## src/rtl/if_id_stall_reg_if.sv

```systemverilog
// Handshake and data bundle between the fetch stage, hazard unit and the IF/ID stall register.
// master drives the control/fetch inputs; slave is the pipeline register itself.
interface if_id_stall_reg_if;
  logic        start_i;
  logic        pc_hold_i;
  logic        ifid_hold_i;
  logic        flush_i;
  logic [31:0] pc_next_i;
  logic [31:0] inst_i;
  logic [31:0] pc_o;
  logic [31:0] ifid_pc_o;
  logic [31:0] ifid_inst_o;
  logic        ifid_valid_o;
  logic [15:0] stall_cnt_o;
  logic        running_o;

  modport master (
    output start_i, pc_hold_i, ifid_hold_i, flush_i, pc_next_i, inst_i,
    input  pc_o, ifid_pc_o, ifid_inst_o, ifid_valid_o, stall_cnt_o, running_o
  );

  modport slave (
    input  start_i, pc_hold_i, ifid_hold_i, flush_i, pc_next_i, inst_i,
    output pc_o, ifid_pc_o, ifid_inst_o, ifid_valid_o, stall_cnt_o, running_o
  );
endinterface

```

## src/rtl/if_id_stall_reg.sv

```systemverilog
// Fetch PC register plus IF/ID pipeline register with independent PC/IF-ID holds,
// branch flush and a saturating stall-cycle counter.
module if_id_stall_reg (
  input  logic             clk_i,
  input  logic             rst_i,
  if_id_stall_reg_if.slave bus
);

  typedef enum logic [0:0] {
    IDLE = 1'b0,
    RUN  = 1'b1
  } state_t;

  state_t      state_r;
  logic [31:0] pc_r;
  logic [31:0] ifid_pc_r;
  logic [31:0] ifid_inst_r;
  logic        ifid_valid_r;
  logic [15:0] stall_cnt_r;

  // Link address of the fetched instruction; wraps modulo 2^32 by design.
  function automatic logic [31:0] pc_plus4(input logic [31:0] pc);
    return pc + 32'd4;
  endfunction

  // Saturating increment so a long stall never wraps the counter back to zero.
  function automatic logic [15:0] sat_inc16(input logic [15:0] cnt);
    if (cnt == 16'hFFFF) begin
      return cnt;
    end else begin
      return cnt + 16'd1;
    end
  endfunction

  // Sequencer, PC register, IF/ID register and stall counter.
  always_ff @(posedge clk_i or posedge rst_i) begin
    if (rst_i) begin
      state_r      <= IDLE;
      pc_r         <= 32'h0000_0000;
      ifid_pc_r    <= 32'h0000_0000;
      ifid_inst_r  <= 32'h0000_0000;
      ifid_valid_r <= 1'b0;
      stall_cnt_r  <= 16'h0000;
    end else begin
      case (state_r)
        IDLE: begin
          // Bubble the IF/ID stage while waiting; PC stays at the reset vector.
          ifid_pc_r    <= 32'h0000_0000;
          ifid_inst_r  <= 32'h0000_0000;
          ifid_valid_r <= 1'b0;
          if (bus.start_i) begin
            state_r <= RUN;
          end else begin
            state_r <= IDLE;
          end
        end
        RUN: begin
          // Flush overrides both holds: the redirect target must be taken now.
          if (bus.flush_i) begin
            pc_r <= bus.pc_next_i;
          end else if (bus.pc_hold_i) begin
            pc_r <= pc_r;
          end else begin
            pc_r <= bus.pc_next_i;
          end

          if (bus.flush_i) begin
            ifid_inst_r  <= 32'h0000_0000;
            ifid_valid_r <= 1'b0;
            ifid_pc_r    <= pc_plus4(pc_r);
          end else if (bus.ifid_hold_i) begin
            ifid_inst_r  <= ifid_inst_r;
            ifid_valid_r <= ifid_valid_r;
            ifid_pc_r    <= ifid_pc_r;
          end else begin
            ifid_inst_r  <= bus.inst_i;
            ifid_valid_r <= 1'b1;
            ifid_pc_r    <= pc_plus4(pc_r);
          end

          if (bus.ifid_hold_i && !bus.flush_i) begin
            stall_cnt_r <= sat_inc16(stall_cnt_r);
          end else begin
            stall_cnt_r <= stall_cnt_r;
          end
        end
        default: begin
          state_r <= IDLE;
        end
      endcase
    end
  end

  assign bus.pc_o         = pc_r;
  assign bus.ifid_pc_o    = ifid_pc_r;
  assign bus.ifid_inst_o  = ifid_inst_r;
  assign bus.ifid_valid_o = ifid_valid_r;
  assign bus.stall_cnt_o  = stall_cnt_r;
  assign bus.running_o    = (state_r == RUN);

endmodule

```

## src/flat_wrapper.sv

```systemverilog
// flat-port wrapper written by rule: the top's interface ports become plain ports
module if_id_stall_reg_flat 
  (clk_i, rst_i, bus_start_i, bus_pc_hold_i, bus_ifid_hold_i, bus_flush_i, bus_pc_next_i, bus_inst_i, bus_pc_o, bus_ifid_pc_o, bus_ifid_inst_o, bus_ifid_valid_o, bus_stall_cnt_o, bus_running_o);
  if_id_stall_reg_if bus_i ();
  input  logic clk_i;
  input  logic rst_i;
  input wire logic [$bits(bus_i.start_i)-1:0] bus_start_i;
  input wire logic [$bits(bus_i.pc_hold_i)-1:0] bus_pc_hold_i;
  input wire logic [$bits(bus_i.ifid_hold_i)-1:0] bus_ifid_hold_i;
  input wire logic [$bits(bus_i.flush_i)-1:0] bus_flush_i;
  input wire logic [$bits(bus_i.pc_next_i)-1:0] bus_pc_next_i;
  input wire logic [$bits(bus_i.inst_i)-1:0] bus_inst_i;
  output wire logic [$bits(bus_i.pc_o)-1:0] bus_pc_o;
  output wire logic [$bits(bus_i.ifid_pc_o)-1:0] bus_ifid_pc_o;
  output wire logic [$bits(bus_i.ifid_inst_o)-1:0] bus_ifid_inst_o;
  output wire logic [$bits(bus_i.ifid_valid_o)-1:0] bus_ifid_valid_o;
  output wire logic [$bits(bus_i.stall_cnt_o)-1:0] bus_stall_cnt_o;
  output wire logic [$bits(bus_i.running_o)-1:0] bus_running_o;
  assign bus_i.start_i = bus_start_i;
  assign bus_i.pc_hold_i = bus_pc_hold_i;
  assign bus_i.ifid_hold_i = bus_ifid_hold_i;
  assign bus_i.flush_i = bus_flush_i;
  assign bus_i.pc_next_i = bus_pc_next_i;
  assign bus_i.inst_i = bus_inst_i;
  assign bus_pc_o = bus_i.pc_o;
  assign bus_ifid_pc_o = bus_i.ifid_pc_o;
  assign bus_ifid_inst_o = bus_i.ifid_inst_o;
  assign bus_ifid_valid_o = bus_i.ifid_valid_o;
  assign bus_stall_cnt_o = bus_i.stall_cnt_o;
  assign bus_running_o = bus_i.running_o;
  if_id_stall_reg u_core (.clk_i(clk_i), .rst_i(rst_i), .bus(bus_i));
endmodule
```

## config.mk

```make
export PLATFORM = sky130hd
export DESIGN_NAME = if_id_stall_reg_flat
export DESIGN_NICKNAME = d
export VERILOG_FILES = /design/src/rtl/if_id_stall_reg_if.sv /design/src/rtl/if_id_stall_reg.sv /design/src/flat_wrapper.sv
export SDC_FILE = /design/constraint.sdc
export NUM_CORES = 1
export LEC_CHECK = 0
export BUFFER_PORTS_ARGS = -buffer_cell sky130_fd_sc_hd__buf_2
export CORE_MARGIN = 4
export CORE_UTILIZATION = 49
export CTS_CLUSTER_SIZE = 28
export DETAILED_ROUTE_END_ITERATION = 10
export PLACE_DENSITY = 0.78
export SYNTH_ARGS = -nofsm -noshare
export SYNTH_HDL_FRONTEND = slang
export SYNTH_SLANG_ARGS = --single-unit
```

## constraint.sdc

```tcl
create_clock -name clk_i -period 5.3 [get_ports clk_i]
set_input_delay 1.06 -clock clk_i [delete_from_list [all_inputs] [get_ports clk_i]]
set_output_delay 1.06 -clock clk_i [all_outputs]
set_load 0.05 [all_outputs]
```

==> flow_metrics.tcl, run 1 <==
set metrics [dict create \
    crit_buf_inv 1 \
    viasPerCell 5.31 \
    path_clk_slew_ps 50 \
    fp-row-count 36 \
    p_per_area_nw_per_um2 424 \
    status "finished clean" \
    syn_avg_cell_area_sq_um 11.7 \
    synth_top_area_share_pct 58.6 \
    max_freq_mhz 386 \
    post_cts_buffers 0 \
    worst_slew_pin_slew_ps 1210 \
    grt_pass1_vias 3989 \
    syn_nets 488 \
    critPathTopFamily "flip-flops" \
    drv_cap 0 \
    cts-root-buf "clkbuf_8" \
    endpoint_kind "primary output" \
    p_total_mw 2.75 \
    met3_usage_pct 6.72 \
    cts_buffers 17 \
    grt_overflow 0 \
    avgRoutedWirePerCell_um 17.0 \
    period_minus_slack_ps 2590 \
    die-area_sq_um 11600 \
    drtPass1Iterations 4 \
    final_max_slew_viol_count 0 \
    setup_viol 0 \
    tns_ps 0 \
    drt_iter0_markers 235 \
    drt-total-wl_um 12700 \
    worstSetupPathType "flop to primary output" \
    cts_tree "built" \
    grt_max_degree 83 \
    synth_commonest_cells "dfrtp_1, nand2_1, a22o_1, mux2_2" \
    yosysSeqAreaShare_pct 58.6 \
    ir_worst_vdd_uv 195 \
    slowest_delay_ps 660 \
    ctsHoldBuffers 0 \
    synth-edff-count 0 \
    routabilityCongestion 0.836 \
    coreArea_sq_um 9730 \
    ys_types 43 \
    h-tree-depth 4 \
    drc 0 \
    critPathMaxFanout 15 \
    antenna_found_initial 1 \
    synth.most_common_cell "dfrtp_1" \
    start_kind "flop" \
    start_util_pct 50.1 \
    ys.warnings.count 0 \
    cp.arrival_ps 1530 \
    slew-limit-headroom_pct 19.3 \
    fin_nets 672 \
    num_io_pins 184 \
    vias 3963 \
    grt_usage_pct 22.4 \
    synthCells 416 \
    crit_path_top_delay_cell "dfrtp_1" \
    dp_hpwl_um 9150 \
    synthArstFlopShare_pct 100 \
    postCtsResizedCells 0 \
    cts.sinks 114 \
    synth_area_leaders "dfrtp_1, mux2_2, a22o_1, nand2_1, xor2_1" \
    die-height_um 108 \
    clk_latency_ps 510 \
    ctsLongestPathBuffers 2 \
    grt_pass1_wl_um 20200 \
    ys_seq_elements 114 \
    syn-cell-area_sq_um 4870 \
    yosysTopAreaCell "dfrtp_1" \
    grt_use_met2_pct 37.7 \
    gr-usage-met1_pct 27.1 \
    area_delta_synth_final_pct 33.2 \
    cp_data_required_time_ps 4240 \
    drive_gt1_share_pct 42.3 \
    synthFlopType "dfrtp_1" \
    finalClockSkew_ps 6.85 \
    hold_violations 0 \
    min_path_type "flop to flop" \
    period_share_pct 48.9 \
    busiest_layer "met2" \
    crit_chain "buf_2" \
    portBuffers 183 \
    leakage_nw 3.19 \
    final_antenna_net_count 0 \
    rsz0062_at_grt "no" \
    die_x_um 108 \
]
[layer usage]
layer	vias up	part of all wire, %	wire length [um]
li1	1867	-	-
met5	-	0	0
met3	23	7.6	959
met1	1908	40	5110
met2	165	50	6380
met4	0	2.0	251
[power by group]
group          switching [mW]  internal (mW)
combinational           0.444          0.150
clock                   0.380          0.734
sequential             0.0861          0.957
total                   0.910           1.84
[final timing paths]
kind / start / end / slack, ps / depth (start not counted)
min in group asynchronous: rst_i / u_core.bus.ifid_valid_o / 790 / 2
setup reg to reg: u_core.bus.running_o / u_core.bus.ifid_pc_o[12] / 2810 / 5
setup / recovery: u_core.bus.running_o / bus_running_o / 2710 / 1
hold reg to reg: u_core.bus.ifid_pc_o[14] / u_core.bus.ifid_pc_o[14] / 470 / 2
max in group asynchronous: rst_i / u_core.bus.pc_o[16] / 3550 / 3
hold / removal: u_core.bus.ifid_pc_o[14] / u_core.bus.ifid_pc_o[14] / 470 / 2
[flip-flops by register name, summed over array words and instances (netlist names)]
name                     cells
u_core.bus.pc_o             32
u_core.bus.ifid_pc_o        32
u_core.bus.ifid_valid_o      1
u_core.bus.ifid_inst_o      32
u_core.bus.running_o         1
u_core.bus.stall_cnt_o      16
[layout by cell type, fill, tap and decap left out, types with 13 or more instances in the layout]
cell type / n
xor2_1: 23
clkbuf_16: 16
nand3_1: 23
a22o_1: 32
xnor2_1: 16
nand2_1: 54
dfrtp_1: 114
nand4_1: 13
o21ai_0: 23
buf_2: 183
mux2_2: 32
[through the flow]
step / cell area (sq um) / util (%) / instances / worst slack [ps] / hold WS, ps
after floorplan: 4870 / - / 416 / 1220 / 740
after global placement: 5900 / 60.7 / 714 / 2380 / 453
after detailed placement: 5900 / 60.7 / 714 / 2330 / 457
after CTS: 6490 / 66.7 / 745 / 2680 / 472
after global routing: 6490 / 66.7 / 746 / 2600 / 490
final: 6490 / 66.7 / 746 / 2710 / 471
[cell type report]
type                    instances  area [sq um]
well taps                     133           166
diodes                          1          2.50
clock inverters                10           134
clock buffers                  21           449
inverters                       5          21.3
fillers                       793          3240
flip-flops and latches        114          2850
multi-input cells             277          1930
repair buffers                185           931
[worst register-to-register path: cells and delay by family (launching register included)]
kind	cells	cell delay [ps]
flip-flops	1	660
AND/OR/NAND/NOR	3	990
buffers and inverters	1	470
AO/OA/AOI/OAI	1	260
[kinds of logic after synthesis]
kind of cell    synth area share (%)
compound gates                  9.86
xor+xnor                        7.01
fa+ha+maj                      0.514
buf+inv                         2.21
flops                           58.6
mux                             7.40
simple gates                    14.5
Note: power is estimated with default switching activity, not from simulation.
==> run 2, diff against run 1 <==
Clock period 5.3 ns to 2.5 ns, I/O delays scaled along.
==> flow_metrics.tcl, run 2 (synthesis gave the netlist of run 1 again) <==
set metrics [dict create \
    antenna_found_initial 0 \
    cp.arrival_ps 2440 \
    p_total_mw 5.63 \
    period_minus_slack_ps 2010 \
    worstSetupPathType "flop to flop" \
    hold_violations 0 \
    antenna_cells 0 \
    crit_buf_inv 0 \
    grt_pass1_wl_um 19700 \
    h-tree-depth 4 \
    critPathTopFamily "simple AND/OR/NAND/NOR gates" \
    worst_slew_pin_slew_ps 799 \
    drt_iter0_markers 220 \
    avgRoutedWirePerCell_um 16.7 \
    fin_util_pct 67.1 \
    slew-limit-headroom_pct 46.6 \
    vias 3979 \
    finalClockSkew_ps 8.24 \
    ctsLongestPathBuffers 2 \
    drtPass1Iterations 4 \
    grt_pass1_vias 3849 \
    rsz0062_at_grt "no" \
    p_per_area_nw_per_um2 862 \
    routabilityCongestion 0.832 \
    final_max_slew_viol_count 0 \
    wl_met3_um 855 \
    drive_gt1_share_pct 42.6 \
    start_util_pct 50.1 \
    die-area_sq_um 11600 \
    final_cell_mix "buf_2, dfrtp_1, nand2_1" \
    min_path_type "primary input to asynchronous set/reset pin" \
    drc 0 \
    setup_viol 0 \
    fin_nets 679 \
    crit_path_top_delay_cell "or4_1" \
    grt_usage_pct 22.1 \
    cts.sinks 114 \
    path_clk_slew_ps 50 \
    portBuffers 183 \
    dp_hpwl_um 9140 \
    top_layer_used "met4" \
    slowest_delay_ps 740 \
    tns_ps 0 \
    clk_latency_ps 500 \
    grt_overflow 0 \
    endpoint_kind "flop" \
    fp-row-count 36 \
    grt_max_degree 43 \
    num_io_pins 184 \
    max_freq_mhz 497 \
    post_cts_buffers 0 \
    cts_buffers 17 \
    wl_met2_um 6170 \
    drt-total-wl_um 12500 \
    final_antenna_net_count 0 \
    coreArea_sq_um 9730 \
    die-height_um 108 \
    instances_no_fill 751 \
    placed_cells 721 \
    ir_worst_vdd_uv 459 \
    n_fill_cell 747 \
    viasPerCell 5.30 \
    start_kind "flop" \
    cts-root-buf "clkbuf_8" \
    crit_chain "nand4_2 -> or4_1 -> nand3b_1 -> xor2_1 -> o21ai_1" \
    leakage_nw 3.22 \
    final_common_cell "buf_2" \
    postCtsResizedCells 0 \
    area_delta_synth_final_pct 34.1 \
    die_x_um 108 \
    ctsHoldBuffers 0 \
    cp_data_required_time_ps 2930 \
    cts_tree "built" \
    status "finished clean" \
    critPathMaxFanout 7 \
    met1Wirelength_um 5250 \
    drv_cap 0 \
    period_share_pct 80.5 \
]
==> run 2: cell count changes in the layout (fill, tap and decap cells not counted), sizes merged <==
cell    before  now
inv          5    4
clkinv       5    3
bufinv       3    1
diode        1    0
buf        185  192
clkbuf      21   25
==> run 2: cell type report <==
cell class / instances / area, sq um / share of cell area, %
inverters: 5 / 22.5 / 0.345
well taps: 133 / 166 / 2.55
clock inverters: 5 / 52.6 / 0.804
multi-input cells: 277 / 1930 / 29.6
repair buffers: 192 / 1020 / 15.6
clock buffers: 25 / 484 / 7.41
flip-flops and latches: 114 / 2850 / 43.7
==> run 2: final timing paths <==
check                                   startpoint                         end  slack (ps)  cells past startpoint
min                                          rst_i  u_core.bus.ifid_inst_o[11]         140                      2
max in group asynchronous                    rst_i   u_core.bus.stall_cnt_o[5]        1680                      3
min in group clk_i                     bus_start_i        u_core.bus.running_o         190                      2
max reg2reg                     u_core.bus.pc_o[5]    u_core.bus.ifid_pc_o[29]         490                      5
max                             u_core.bus.pc_o[5]    u_core.bus.ifid_pc_o[29]         490                      5
min reg2reg                u_core.bus.ifid_pc_o[0]     u_core.bus.ifid_pc_o[0]         470                      2
==> run 2: where the power goes <==
| part | internal, mW | switching (mW) | leakage, nW | total [mW] |
|---|---|---|---|---|
| clock | 1.40 | 0.750 | 0.264 | 2.15 |
| combinational | 0.330 | 0.941 | 1.54 | 1.27 |
| sequential | 2.03 | 0.180 | 1.42 | 2.21 |
| total | 3.76 | 1.87 | 3.22 | 5.63 |
==> run 2: metal layers <==
metal	track usage, %	up-vias
met5	0	-
met4	9.02	0
met3	5.88	19
met2	36.1	176
met1	28.0	1912
li1	-	1872
==> run 2: metrics by stage <==
step | hold WS (ps) | setup slack (ps) | instance area [sq um]
after floorplan | 587 | 353 | 4880
after global placement | 452 | 382 | 6000
after detailed placement | 461 | 321 | 6000
after CTS | 151 | 482 | 6530
after global routing | 172 | 366 | 6530
final | 139 | 489 | 6530
